--- src/rtl/robot_controller.sv ---
// robot_controller: left-hand wall follower with trash removal, home-return
// and trap detection for the pipe-cleaning robot.
// Optional feature macro: ROBOT_STEP_COUNT_EN adds a saturating forward-step
// counter output (step_count).
module robot_controller #(
  parameter int unsigned REMOVE_CYCLES = 3,
  parameter int unsigned MAX_SPINS     = 4,
  parameter int unsigned STEP_W        = 16
) (
  input  logic              clock,
  input  logic              reset,
  input  logic              head,
  input  logic              left,
  input  logic              under,
  input  logic              barrier,
  output logic              front,
  output logic              turn,
  output logic              remove,
  output logic              done,
  output logic              stuck
`ifdef ROBOT_STEP_COUNT_EN
  ,
  output logic [STEP_W-1:0] step_count
`endif
);

  localparam int unsigned ROT_TURNS = 3;
  localparam int unsigned SPIN_W    = $clog2(MAX_SPINS + 1);
  localparam int unsigned PH_MAX    = (REMOVE_CYCLES > ROT_TURNS) ? REMOVE_CYCLES : ROT_TURNS;
  localparam int unsigned PH_W      = $clog2(PH_MAX + 1);

  typedef enum logic [2:0] {
    S_IDLE, S_SEEK, S_FOLLOW, S_FWD, S_ROTATE, S_REMOVE, S_DONE
  } state_e;

  state_e              state_q, state_d;
  state_e              ret_q, ret_d;
  logic [PH_W-1:0]     phase_q, phase_d;
  logic [SPIN_W-1:0]   spin_q, spin_d;
  logic                left_home_q, left_home_d;
  logic                front_q, front_d;
  logic                turn_q, turn_d;
  logic                remove_q, remove_d;
  logic                done_q, done_d;
  logic                stuck_q, stuck_d;
`ifdef ROBOT_STEP_COUNT_EN
  logic [STEP_W-1:0]   step_q, step_d;
`endif

  // Next-state and registered-command decode.
  always_comb begin
    state_d     = state_q;
    ret_d       = ret_q;
    phase_d     = phase_q;
    spin_d      = spin_q;
    left_home_d = left_home_q;
    front_d     = 1'b0;
    turn_d      = 1'b0;
    remove_d    = 1'b0;
    done_d      = 1'b0;
    stuck_d     = 1'b0;

    case (state_q)
      S_IDLE: state_d = S_SEEK;

      S_SEEK, S_FOLLOW, S_FWD: begin
        if (under && left_home_q) begin
          state_d = S_DONE;
          done_d  = 1'b1;
        end else if (barrier) begin
          // Trash ahead: remember where to resume; FWD resumes as FOLLOW.
          ret_d    = (state_q == S_FWD) ? S_FOLLOW : state_q;
          state_d  = S_REMOVE;
          remove_d = 1'b1;
          phase_d  = PH_W'(1);
        end else if (state_q == S_SEEK) begin
          if (left) begin
            state_d = S_FOLLOW;
          end else if (head) begin
            state_d = S_ROTATE;
            turn_d  = 1'b1;
            phase_d = PH_W'(1);
          end else begin
            front_d = 1'b1;
          end
        end else if (state_q == S_FOLLOW) begin
          if (!left) begin
            turn_d  = 1'b1;
            state_d = S_FWD;
          end else if (head) begin
            state_d = S_ROTATE;
            turn_d  = 1'b1;
            phase_d = PH_W'(1);
          end else begin
            front_d = 1'b1;
          end
        end else begin
          state_d = S_FOLLOW;
          front_d = !head;
        end
      end

      S_ROTATE: begin
        // Right turn as three left turns; sensors are not consulted.
        turn_d = 1'b1;
        if (phase_q == PH_W'(ROT_TURNS - 1)) begin
          phase_d = '0;
          spin_d  = (spin_q == SPIN_W'(MAX_SPINS)) ? spin_q : spin_q + SPIN_W'(1);
          state_d = (spin_d == SPIN_W'(MAX_SPINS)) ? S_DONE : S_FOLLOW;
        end else begin
          phase_d = phase_q + PH_W'(1);
        end
      end

      S_REMOVE: begin
        // Remove strobes, then one quiet cycle so the sensors refresh.
        if (phase_q < PH_W'(REMOVE_CYCLES)) begin
          remove_d = 1'b1;
          phase_d  = phase_q + PH_W'(1);
        end else begin
          phase_d = '0;
          state_d = ret_q;
        end
      end

      S_DONE: begin
        done_d  = 1'b1;
        stuck_d = (spin_q == SPIN_W'(MAX_SPINS));
      end

      default: state_d = S_IDLE;
    endcase

    if (front_d) begin
      left_home_d = 1'b1;
      spin_d      = '0;
    end
  end

`ifdef ROBOT_STEP_COUNT_EN
  // Saturating count of forward moves.
  always_comb begin
    step_d = step_q;
    if (front_d && (step_q != {STEP_W{1'b1}})) step_d = step_q + STEP_W'(1);
  end
`endif

  // State and output registers with synchronous reset.
  always_ff @(posedge clock) begin
    if (reset) begin
      state_q     <= S_IDLE;
      ret_q       <= S_SEEK;
      phase_q     <= '0;
      spin_q      <= '0;
      left_home_q <= 1'b0;
      front_q     <= 1'b0;
      turn_q      <= 1'b0;
      remove_q    <= 1'b0;
      done_q      <= 1'b0;
      stuck_q     <= 1'b0;
`ifdef ROBOT_STEP_COUNT_EN
      step_q      <= '0;
`endif
    end else begin
      state_q     <= state_d;
      ret_q       <= ret_d;
      phase_q     <= phase_d;
      spin_q      <= spin_d;
      left_home_q <= left_home_d;
      front_q     <= front_d;
      turn_q      <= turn_d;
      remove_q    <= remove_d;
      done_q      <= done_d;
      stuck_q     <= stuck_d;
`ifdef ROBOT_STEP_COUNT_EN
      step_q      <= step_d;
`endif
    end
  end

  assign front  = front_q;
  assign turn   = turn_q;
  assign remove = remove_q;
  assign done   = done_q;
  assign stuck  = stuck_q;
`ifdef ROBOT_STEP_COUNT_EN
  assign step_count = step_q;
`endif

endmodule

--- config.mk ---
export PLATFORM = sky130hd
export DESIGN_NAME = robot_controller
export DESIGN_NICKNAME = d
export VERILOG_FILES = /design/src/rtl/robot_controller.sv
export SDC_FILE = /design/constraint.sdc
export NUM_CORES = 1
export LEC_CHECK = 0
export ABC_CLOCK_PERIOD_IN_PS = 1800
export CORE_UTILIZATION = 49
export DETAILED_ROUTE_END_ITERATION = 12
export GPL_TIMING_DRIVEN = 0
export MAX_ROUTING_LAYER = met4
export PLACE_DENSITY = 0.78
export SETUP_SLACK_MARGIN = 0.05
export SLEW_MARGIN = 15
export SYNTH_ARGS = -nofsm -noshare
export SYNTH_HDL_FRONTEND = slang
export SYNTH_SLANG_ARGS = --single-unit
--- constraint.sdc ---
create_clock -name clock -period 1.8 [get_ports clock]
set_input_delay 0.45 -clock clock [delete_from_list [all_inputs] [get_ports clock]]
set_output_delay 0.45 -clock clock [all_outputs]
set_load 0.05 [all_outputs]
* Word level (Yosys, flattened, before mapping)
Index checks and enable logic that the tools add are counted.
** Operators by class
- Mux-type cells :: 45
- Order comparisons :: 1
- Add/sub/neg operators :: 2
- Bitwise logic cells :: 2
- Shift-type cells :: 0
- Reductions and logical operators :: 11
- Equal/unequal tests :: 15
- Multipliers :: 0
- Div/mod/pow operators :: 0
** Operators with widths (number)
- 2-to-1 mux 3 bit :: 12
- 2-to-1 mux 1 bit :: 19
- 2-to-1 mux 2 bit :: 9
- equality test 3 bit, second input constant :: 5
- one-hot mux 3 bit (5 select lines) :: 1
- != test 4 bit, second input constant :: 3
- equality test 3 x 2 -> 1 bit, second input constant :: 2
- != test 2 bit, second input constant :: 3
- one-hot mux 1 bit (2 select lines) :: 3
- one-hot mux 2 bit (3 select lines) :: 1
- AND reduction 3 bit :: 2
- AND reduction 5 bit :: 1
- OR reduction 2 bit :: 2
- adder 3 x 1 -> 3 bit, second input constant :: 1
- equality test 3 x 1 -> 1 bit, second input constant :: 1
- zero test 3 bit :: 1
- nonzero test 3 bit :: 1
- OR reduction 3 bit :: 1
- adder 2 x 1 -> 2 bit, second input constant :: 1
- equality test 2 bit, second input constant :: 1
- < comparator 2 bit, second input constant :: 1
- NOT 1 bit :: 2
- AND reduction 2 bit :: 1
- logical AND 1 bit :: 1
- zero test 1 bit :: 1
** Storage, ports and cells
- Memory bits (writable) :: 0
- Word-level logic and storage cells :: 86
- Bits in latches :: 0
- Memories :: 0
- Register bits :: 17
- Input bits :: 6
- Bits in read-only memories :: 0

* Longest topological paths before layout
Gate-level depths: netlist (run 1).
- Depth after elaboration :: 8
- Gate-level depth with buffers :: 6
- Depth with buffers taken out :: 6

* Worst setup path before layout (run 1)
Ideal clock, no wire load.
- Kind :: input to register
- Start :: input left
- End :: register phase_q[1]
- Arrival time :: 1.335 ns
- Setup slack :: 0.395 ns
- Buffers on the path :: 0
- Stages on the path :: 4
- Data required time :: 1.729 ns
- Cell sequence :: nor2b_4 -> o211a_1 -> or4_1 -> a21oi_1
** Between the ends
- Longest elaborated chain between the ends :: 2
- Elaborated cells on any way between the ends :: 3
- Those cells by class :: eq/ne: 2; reduce/logical: 1
** Ends and longest elaborated chain
- from (decl) :: line 13 : input logic left,
- != test 4 bit (no source line)
- AND reduction 5 bit (no source line) (*)
- to (signal assigned) :: line 167 : phase_q <= phase_d;
- to (decl) :: line 38 : logic [PH_W-1:0] phase_q, phase_d;
Every way passes the cells marked *; elsewhere a longest branch is shown, timed or not.
A chain may end at the register's enable or synchronous reset.

* Worst setup path after layout (run 1)
- Start :: input under
- End :: register spin_q[0]
** Between the ends
- Longest elaborated chain between the ends :: 4
** Ends and longest elaborated chain
- from (decl) :: line 14 : input logic under,
- logical AND 1 bit :: line 67 : if (under && left_home_q) begin
- 2-to-1 mux 1 bit :: line 67
- 2-to-1 mux 1 bit :: line 63 : case (state_q)
- OR reduction 2 bit (no source line)
- to (signal assigned) :: line 168 : spin_q <= spin_d;
- to (decl) :: line 39 : logic [SPIN_W-1:0] spin_q, spin_d;
No other way between the ends.

==> results of run 1 <==
[what timing repair did]
action | in CTS | in global routing
gates resized for setup | 7 | 1
cloned | 0 | 0
pin swaps | 0 | 0
endpoints found under the setup margin | 9 | 4
hold endpoints to repair | 0 | 0
buffers inserted | 0 | 0
[registers in the layout, indices dropped and copies added (netlist names)]
name	count
state_q	3
turn	1
remove	1
done	1
ret_q	3
phase_q	2
stuck	1
spin_q	3
front	1
left_home_q	1
[critical path: stages]
cell	delay (ns)
clkdlybuf4s50_1	0.51
a21oi_4	0.30
nor4b_2	0.34
or2_1	0.22
nor2_1	0.07
[routing by layer]
| layer | vias up | GRT usage | wire length [um] |
|---|---|---|---|
| met4 | 0 | 0.0944 | 48 |
| met2 | 46 | 0.370 | 1110 |
| met5 | - | - | 0 |
| met1 | 483 | 0.305 | 1070 |
| li1 | 489 | - | - |
| met3 | 6 | 0.0340 | 152 |
[worst paths after layout]
| path | from | to | depth (start not counted) |
|---|---|---|---|
| max reg2reg | state_q[2] | phase_q[1] | 5 |
| max | under | spin_q[0] | 5 |
| min | ret_q[2] | ret_q[2] | 1 |
| min reg2reg | ret_q[2] | ret_q[2] | 1 |
[cell usage in the layout (no fill, tap or decap), types with 2 or more instances in the layout]
master / instances
dfxtp_1: 17
nor2_1: 15
o21ai_0: 9
inv_1: 8
a31oi_1: 6
nand2_1: 6
ha_1: 6
dlygate4sd2_1: 6
buf_2: 5
a21oi_1: 5
clkbuf_1: 4
clkdlybuf4s50_1: 4
nand2b_1: 3
a32oi_1: 3
nor3b_1: 3
a21o_1: 3
nor2b_1: 3
o21bai_1: 3
mux2i_1: 3
clkbuf_4: 3
nor3_1: 2
nor4_1: 2
a221oi_1: 2
nand4_1: 2
[synth_stat cells (5+ instances only)]
cell type and number:
nand2_1 6, a31oi_1 6, dfxtp_1 17, o21ai_0 9, inv_1 8, ha_1 6, a21oi_1 5, buf_2 5
nor2_1 15
[where the power goes]
| group | switching [mW] | internal (mW) | leakage (nW) |
|---|---|---|---|
| sequential | 0.0411 | 0.435 | 0.139 |
| clock | 0.125 | 0.0863 | 0.0150 |
| combinational | 0.399 | 0.228 | 0.342 |
| total | 0.565 | 0.749 | 0.496 |
[cells by family after synthesis]
family / Yosys count / share of synthesized area
simple gates: 45 / 0.238
compound gates: 39 / 0.257
flops: 17 / 0.330
buf+inv: 16 / 0.0643
fa+ha+maj: 6 / 0.0728
mux: 3 / 0.0291
xor+xnor: 1 / 0.00850
[stage by stage]
stage	cells	setup WS, ns	instance area [um^2]	TNS, ns
2_1_floorplan	127	0.395	1030	0
3_3_place_gp	164	-0.335	1160	-1.86
3_5_place_dp	164	-0.366	1160	-2.09
4_1_cts	168	0.0630	1190	0
5_1_grt	168	0.0969	1200	0
6_report	168	0.108	1200	0
[area by class of cell]
cell class	instances	area (um^2)	share of cell area
timing repair buffer	10	92.6	0.0773
clock buffer	4	26.3	0.0219
multi-input combinational	94	638	0.533
inverter	8	30.0	0.0251
sequential	17	340	0.284
buffer	8	36.3	0.0303
tap	27	33.8	0.0282
==> reports/metrics.yaml, run 1 <==
numCtsBuffers: 3
critPathRequiredTime_ns: 2.00
worstSetupEndpointType: "register"
path_clk_slew_ns: 0.10
ys.flop_type: "dfxtp_1"
ant_nets: 0
die_x_um: 47.9
worstMarginPinSlew_ns: 0.489
critPathKind: "in2reg"
area_growth_pct: 16.1
synth-async-reset-ratio: 0
fmax_ghz: 0.591
drive_gt1_frac: 0.0922
grt_max_degree: 11
cp-start-kind: "primary input"
finalMaxSlewViolations: 0
cp.arrival_ns: 1.89
yosys-top-cells-area: "dfxtp_1 33%, ha_1 7.3%, nor2_1 5.5%"
firstDrtPassIters: 4
postSynthCellCount: 127
fin_crit_sh: 0.940
place_congestion: 0.901
rsz0062_at_grt: "false"
fin_total_pwr_mw: 1.31
clockRootBuffer: "clkbuf_4"
num_vias: 1024
avgSynthCellArea_um2: 8.12
clockBufferDepth: 2
wl_per_cell_um: 14.2
track_usage: 0.237
clock_sinks: 17
clk_latency_ns: 0.29
ys_ff_latch: 17
hold_viol: 0
n_antenna_cell: 0
rrSetupSlack_ns: 0.31
syn_area_um2: 1030
synthDistinctLibCells: 39
grt_pass1_vias: 858
fin_crit_ns: 1.69
wl_mm: 2.38
io_pins: 11
route.detailed.drc: 0
die-area_um2: 2290
holdWs_ns: 0.482
dr.first_iter.drc_count: 23
synth_edf_count: 0
fp.dieH_um: 47.9
irDropWorstVdd_v: 0.000605
io_buffer_count: 10
post-dp-hpwl_mm: 1.71
row_count: 16
ys.warnings.count: 0
seq_area_frac_synth: 0.330
synth_top_area_cell: "dfxtp_1"
p_per_area_nw_per_um2: 1100
setup_viol: 0
h-tree-depth: 1
fill_cells: 186
final_core_util: 0.610
yosysTopAreaCellShare: 0.330
synth_nets: 139
crit_fanout: 8
antenna_found_initial: 0
min_path_type: "reg2reg"
viasPerCell: 6.10
coreArea_um2: 1960
finClkSkew_ns: 0.00264
p_leak_nw: 0.496
slew_headroom: 0.675
maxCapViolCount: 0
grt_overflow_total: 0
start_util: 0.526
ctsHoldBuffers: 0
grt_pass1_wl_mm: 3.68
status: "finished clean"
cts_tree: "yes"
nets: 154
Power figures use the tool's default switching activity.
==> inputs of run 2 (changes only) <==
--- a/config.mk
+++ b/config.mk
@@ -5,12 +5,12 @@
 export SDC_FILE = /design/constraint.sdc
 export NUM_CORES = 1
 export LEC_CHECK = 0
-export ABC_CLOCK_PERIOD_IN_PS = 1800
+export ABC_CLOCK_PERIOD_IN_PS = 1500
 export CORE_UTILIZATION = 49
 export DETAILED_ROUTE_END_ITERATION = 12
 export GPL_TIMING_DRIVEN = 0
 export MAX_ROUTING_LAYER = met4
-export PLACE_DENSITY = 0.78
+export PLACE_DENSITY = 0.8
 export SETUP_SLACK_MARGIN = 0.05
 export SLEW_MARGIN = 15
 export SYNTH_ARGS = -nofsm -noshare
==> constraint.sdc (replaced) <==
create_clock -name clock -period 1.5 [get_ports clock]
set_input_delay 0.375 -clock clock [delete_from_list [all_inputs] [get_ports clock]]
set_output_delay 0.375 -clock clock [all_outputs]
set_load 0.05 [all_outputs]
==> run 2 against run 1 <==
Compared with the run above:
- global-route usage is 0.54 points higher
- first-iteration DRC count increased by 110%
- register-to-register slack worse by 0.22 ns
- power rose by 28%
- critical endpoint is now phase_q[1]
==> reports/metrics.yaml, run 2 (same netlist as run 1, synthesis figures left out) <==
status: "finished clean"
track_usage: 0.242  # +0.00537
finClkSkew_ns: 0.0146  # +0.0120 ns
die_x_um: 47.9  # unchanged
final_common_cell: "nor2_1"
critPathRequiredTime_ns: 1.72  # -0.28 ns
numCtsBuffers: 3  # unchanged
place_congestion: 0.883  # -1.9%
tns_ns: 0  # unchanged
finalMaxSlewViolations: 0  # unchanged
fin_cells: 169  # +0.60%
maxCapViolCount: 0  # unchanged
coreArea_um2: 1960  # unchanged
rsz0062_at_grt: "false"
num_vias: 1030  # +0.59%
fin_total_pwr_mw: 1.68  # +28%
ant_nets: 0  # unchanged
fill_cells: 172  # -7.5%
grt_overflow_total: 0  # unchanged
dp.cells: 164  # unchanged
critPathKind: "reg2reg"
clock_sinks: 17  # unchanged
io_pins: 11  # unchanged
clockRootBuffer: "clkbuf_4"
met3_length_um: 186  # +22%
irDropWorstVdd_v: 0.000837  # +38%
fin_area_um2: 1270  # +6.5%
fin_crit_sh: 0.940
start_util: 0.526  # unchanged
worstSetupEndpointType: "register"
final_cell_mix: "15 x nor2_1, 13 x dfxtp_1, 8 x o21ai_0"
slowest_delay_ns: 0.49  # -0.02 ns
crit_family: "simple AND/OR/NAND/NOR gates"
fp.dieH_um: 47.9  # unchanged
io_buffer_count: 10  # unchanged
hold_viol: 0  # unchanged
ctsHoldBuffers: 0  # unchanged
antenna_found_initial: 0  # unchanged
dpl_cell_area_um2: 1160  # unchanged
worstMarginPinSlew_ns: 0.504  # +0.0154 ns
cts_tree: "yes"
nets: 155  # +0.65%
fmax_ghz: 0.709
cp.arrival_ns: 1.63  # -0.26 ns
wl_met2_mm: 1.17  # +5.5%
crit_fanout: 9  # +1
reg_top3: "ret_q x3, spin_q x3, state_q x3"
clk_latency_ns: 0.30  # about the same
regArea_um2: 345  # +1.5%
drive_gt1_frac: 0.225  # +0.133
p_per_area_nw_per_um2: 1320  # +20%
clockBufferDepth: 2  # unchanged
crit_slowest_cell: "or4_1"
setup_viol: 0  # unchanged
grt_pass1_vias: 916  # +6.8%
grt_max_degree: 12  # +1
slew_headroom: 0.664  # -0.0116
die-area_um2: 2290  # unchanged
p_leak_nw: 0.520  # +4.8%
viasPerCell: 6.09  # about the same
dr.first_iter.drc_count: 48  # +110%
wl_met1_mm: 1.06  # -0.47%
multi_input_area_um2: 672  # +5.3%
path_clk_slew_ns: 0.12  # +0.02 ns
wl_per_cell_um: 14.8  # +4.3%
row_count: 16  # unchanged
firstDrtPassIters: 4  # unchanged
fin_crit_ns: 1.41
path_buf_inv: 2  # +1
area_growth_pct: 23.7
top_layer: "met4"
path_cells: "buf_4, inv_2, o211a_1, or4_1, a21oi_1"
post-dp-hpwl_mm: 1.64  # -4.0%
n_antenna_cell: 0  # unchanged
h-tree-depth: 1  # unchanged
cp-start-kind: "register"
route.detailed.drc: 0  # unchanged
wl_mm: 2.50  # +5.0%
min_path_type: "in2reg"
grt_pass1_wl_mm: 3.79  # +2.8%
run 2: cell types whose count changed in the layout (fill, tap and decap cells not counted), sizes merged:
| cell | previous run | this run |
|---|---|---|
| buf | 5 | 3 |
| clkbuf | 7 | 10 |
| clkdlybuf4s15 | 0 | 5 |
| clkdlybuf4s50 | 4 | 1 |
| clkinvlp | 0 | 1 |
| dlygate4sd2 | 6 | 1 |
| dlymetal6s2s | 0 | 2 |
run 2: cell type report:
type / count / area share
clock inverters: 1 / 0.00589
repair buffers: 11 / 0.0883
multi-input cells: 94 / 0.527
plain buffers: 8 / 0.0402
clock buffers: 3 / 0.0177
well taps: 27 / 0.0265
inverters: 8 / 0.0236
flip-flops and latches: 17 / 0.271
run 2: path summary, 6_finish.rpt:
path / from / to / slack (ns) / depth (start not counted)
max: state_q[2] / phase_q[1] / 0.09 / 5
max reg2reg: state_q[2] / phase_q[1] / 0.09 / 5
min reg2reg: ret_q[2] / ret_q[2] / 0.49 / 1
min: left / turn / 0.49 / 4
run 2: repair_timing:
action / 4_1_cts / 5_1_grt
pin swaps: 1 / 0
gates resized for setup: 23 / 21
buffers inserted: 1 / 0
endpoints found under the setup margin: 13 / 11
run 2: per-stage QoR:
step	worst slack, ns	util	hold slack (ns)
after CTS	0.0450	0.629	0.486
after global placement	-0.560	0.594	0.464
after global routing	0.0390	0.650	0.498
after detailed placement	-0.575	0.594	0.469
final	0.0900	0.650	0.486
after floorplan	0.170	-	0.447
run 2: metal layers:
metal  vias up  global-route usage
met1       474               0.288
met4         0               0.133
met2        49               0.373
met3        10              0.0566
li1        497                   -
met5         -                   -
run 2: power by group:
group          internal [mW]  switching, mW
Clock                  0.102          0.159
Combinational          0.331          0.510
Sequential             0.528         0.0538
Total                  0.961          0.723
run 2: worst reg2reg max path: stages (launching register included):
cell	delay [ns]
dfxtp_1	0.33
buf_4	0.17
inv_2	0.07
o211a_1	0.12
or4_1	0.49
a21oi_1	0.15
==> edit, RTL diff (settings of run 2) <==
Change the parameter `MAX_SPINS` from 4 to 8.
--- a/src/rtl/robot_controller.sv
+++ b/src/rtl/robot_controller.sv
@@ -4,7 +4,7 @@
 // counter output (step_count).
 module robot_controller #(
   parameter int unsigned REMOVE_CYCLES = 3,
-  parameter int unsigned MAX_SPINS     = 4,
+  parameter int unsigned MAX_SPINS     = 8,
   parameter int unsigned STEP_W        = 16
 ) (
   input  logic              clock,
Function: no difference found for any inputs over 10 cycles, from zero or initial values and one cycle with reset high; that may be too few to reach the edited logic, so the function may still have changed.
==> edit against run 2 <==
Setup slack improved by 0.0042 ns; combinational power up 34%; total power increased by 21%; worst hold slack got worse by 0.024 ns; cell area increased by 7.0%; area after synthesis rose by 11%; highest routed layer unchanged; routed wire length is 8.4% higher; sequential cell count increased by 1.
==> edit: results (changes against run 2) <==
{| class="wikitable"
! Metric !! Value
|-
| Synthesized instance count || 137 (+7.9%)
|-
| Final Wtd Congestion || 0.913 (+3.3%)
|-
| Max Freq || 711 MHz (+0.30%)
|-
| Fraction of registers with async set or reset after synthesis || 0% (unchanged)
|-
| Pin count of the biggest net entering global routing || 11 (-1)
|-
| Largest registers || spin_q (4), ret_q (3), state_q (3)
|-
| Placed cell count || 173 (+5.5%)
|-
| Leading post-synthesis cells by cell area || sky130_fd_sc_hd__dfxtp_1 31%, sky130_fd_sc_hd__ha_1 6.5%, sky130_fd_sc_hd__a21oi_1 3.9%
|-
| Total Routing Usage GR || 23.1% (-1.1 points)
|-
| CP top delay family || compound AO/OA/AOI/OAI gates
|-
| Outcome || finished, final reports clean
|-
| Multiplexer share of the synthesized area || 3.49% (+0.58 points)
|-
| Post-placement setup slack || -0.499 ns (+0.0757 ns)
|-
| Synth Area in XOR/XNOR || 2.29% (+1.4 points)
|-
| Crit Path Max Fanout || 5 (-4)
|-
| Total number of vias || 1084 (+5.2%)
|-
| Share of the synthesized area in compound gates (AO/OA/AOI/OAI) || 25.3% (-0.43 points)
|-
| Sequential fraction of the synthesis area || 31.4% (-1.6 points)
|-
| Layout cell share with drive strength beyond 1 || 23.0% (+0.49 points)
|-
| Path depth of the worst reg2reg path || 6 (+1)
|-
| Max rail drop VDD || 0.907 mV (+8.3%)
|-
| Post-CTS resize count || 29 (+26%)
|-
| Post-CTS Setup Bufs || 2 (+1)
|-
| Inserted Diodes || 0 (unchanged)
|-
| Number of cells in the finished layout apart from fillers || 180 (+6.5%)
|-
| End point of the critical path || state_q[2]
|-
| Htree depth || 1 (unchanged)
|-
| List of most frequent post-synthesis cells || 18 x sky130_fd_sc_hd__dfxtp_1, 12 x sky130_fd_sc_hd__nor2_1, 9 x sky130_fd_sc_hd__a21oi_1, 9 x sky130_fd_sc_hd__nand2_1
|-
| Number of antenna violations at the first check in global routing || 0 (unchanged)
|-
| Detailed placer's ending HPWL || 1.83 mm (+11%)
|-
| Pre-antenna DRT Iters || 4 (unchanged)
|-
| Syn nets || 149 (+7.2%)
|-
| Detailed-route wire length || 2.71 mm (+8.4%)
|-
| Critical path's slowest cell || sky130_fd_sc_hd__dfxtp_4
|-
| Fill cell total of the finished layout || 197 (+15%)
|-
| Clk_skew || 0.0148 ns (+0.000188 ns)
|-
| Number of synthesized flops with an enable pin || 0 (unchanged)
|-
| Internal power || 1.14 mW (+19%)
|-
| Post-synth cell types || 45 (+15%)
|-
| Number of global-route vias before repair || 1011 (+10%)
|-
| Count of input and output buffers || 8 (-2)
|-
| Pin slew with the least headroom to its limit || 0.497 ns (-0.00753 ns)
|-
| Startpoint of the most critical hold path || ret_q[2]
|-
| Critical path's largest stage delay || 0.39 ns (-0.10 ns)
|-
| Global-route wire length before repair || 4.35 mm (+15%)
|-
| Post-synthesis adder-cell area fraction || 6.54% (-0.74 points)
|-
| First DRT Iteration DRCs || 47 (-2.1%)
|-
| Min-Delay Path Class || reg2reg
|-
| Static leakage || 0.533 nW (+2.5%)
|-
| Worst r2r src || phase_q[0]
|}
==> edit: power by group through the flow <==
stage / Clock, mW / Combinational [mW] / Sequential, mW
2_1_floorplan: 0 / 0.699 / 0.714
3_3_place_gp: 0 / 0.962 / 0.653
3_5_place_dp: 0 / 0.987 / 0.659
4_1_cts: 0.238 / 1.06 / 0.661
5_1_grt: 0.258 / 1.22 / 0.678
6_report: 0.237 / 1.13 / 0.668
==> edit: cells by family after synthesis <==
group,after synthesis
and+or+nand+nor,51
AOI/OAI and AO/OA,38
DFF,18
buffers and inverters,17
adders and majority gates,6
muxes,4
xor gates and xnor gates,3
==> edit: how the worst min path moves through the flow <==
stage	cells past startpoint	slack (ns)	end
final	1	0.46	ret_q[2]
after global routing	1	0.48	ret_q[2]
after CTS	1	0.47	ret_q[2]
after detailed placement	1	0.46	ret_q[2]
after global placement	1	0.44	ret_q[2]
after floorplan	1	0.43	ret_q[2]
==> edit: per-layer routing <==
metal | vias up | track usage [%] | routed length [µm]
met1 | 511 | 27.8 | 1160
met5 | - | - | 0
li1 | 524 | - | -
met4 | 0 | 9.26 | 23
met3 | 4 | 2.73 | 147
met2 | 45 | 39.1 | 1380
==> edit: area by class of cell <==
class	instances	area (µm²)	area share (%)
Inverter	9	33.8	2.48
Buffer	8	56.3	4.13
Clock buffer	3	22.5	1.65
Sequential cell	18	368	27.0
Timing Repair Buffer	12	111	8.17
Tap cell	28	35.0	2.57
Multi-Input combinational cell	102	737	54.0
==> edit: stage by stage <==
step	area (µm²)	hold slack [ns]	total power [mW]
final	1360	0.463	2.04
after global routing	1360	0.482	2.15
after CTS	1350	0.468	1.96
after detailed placement	1260	0.456	1.65
after global placement	1260	0.439	1.61
after floorplan	1150	0.430	1.41
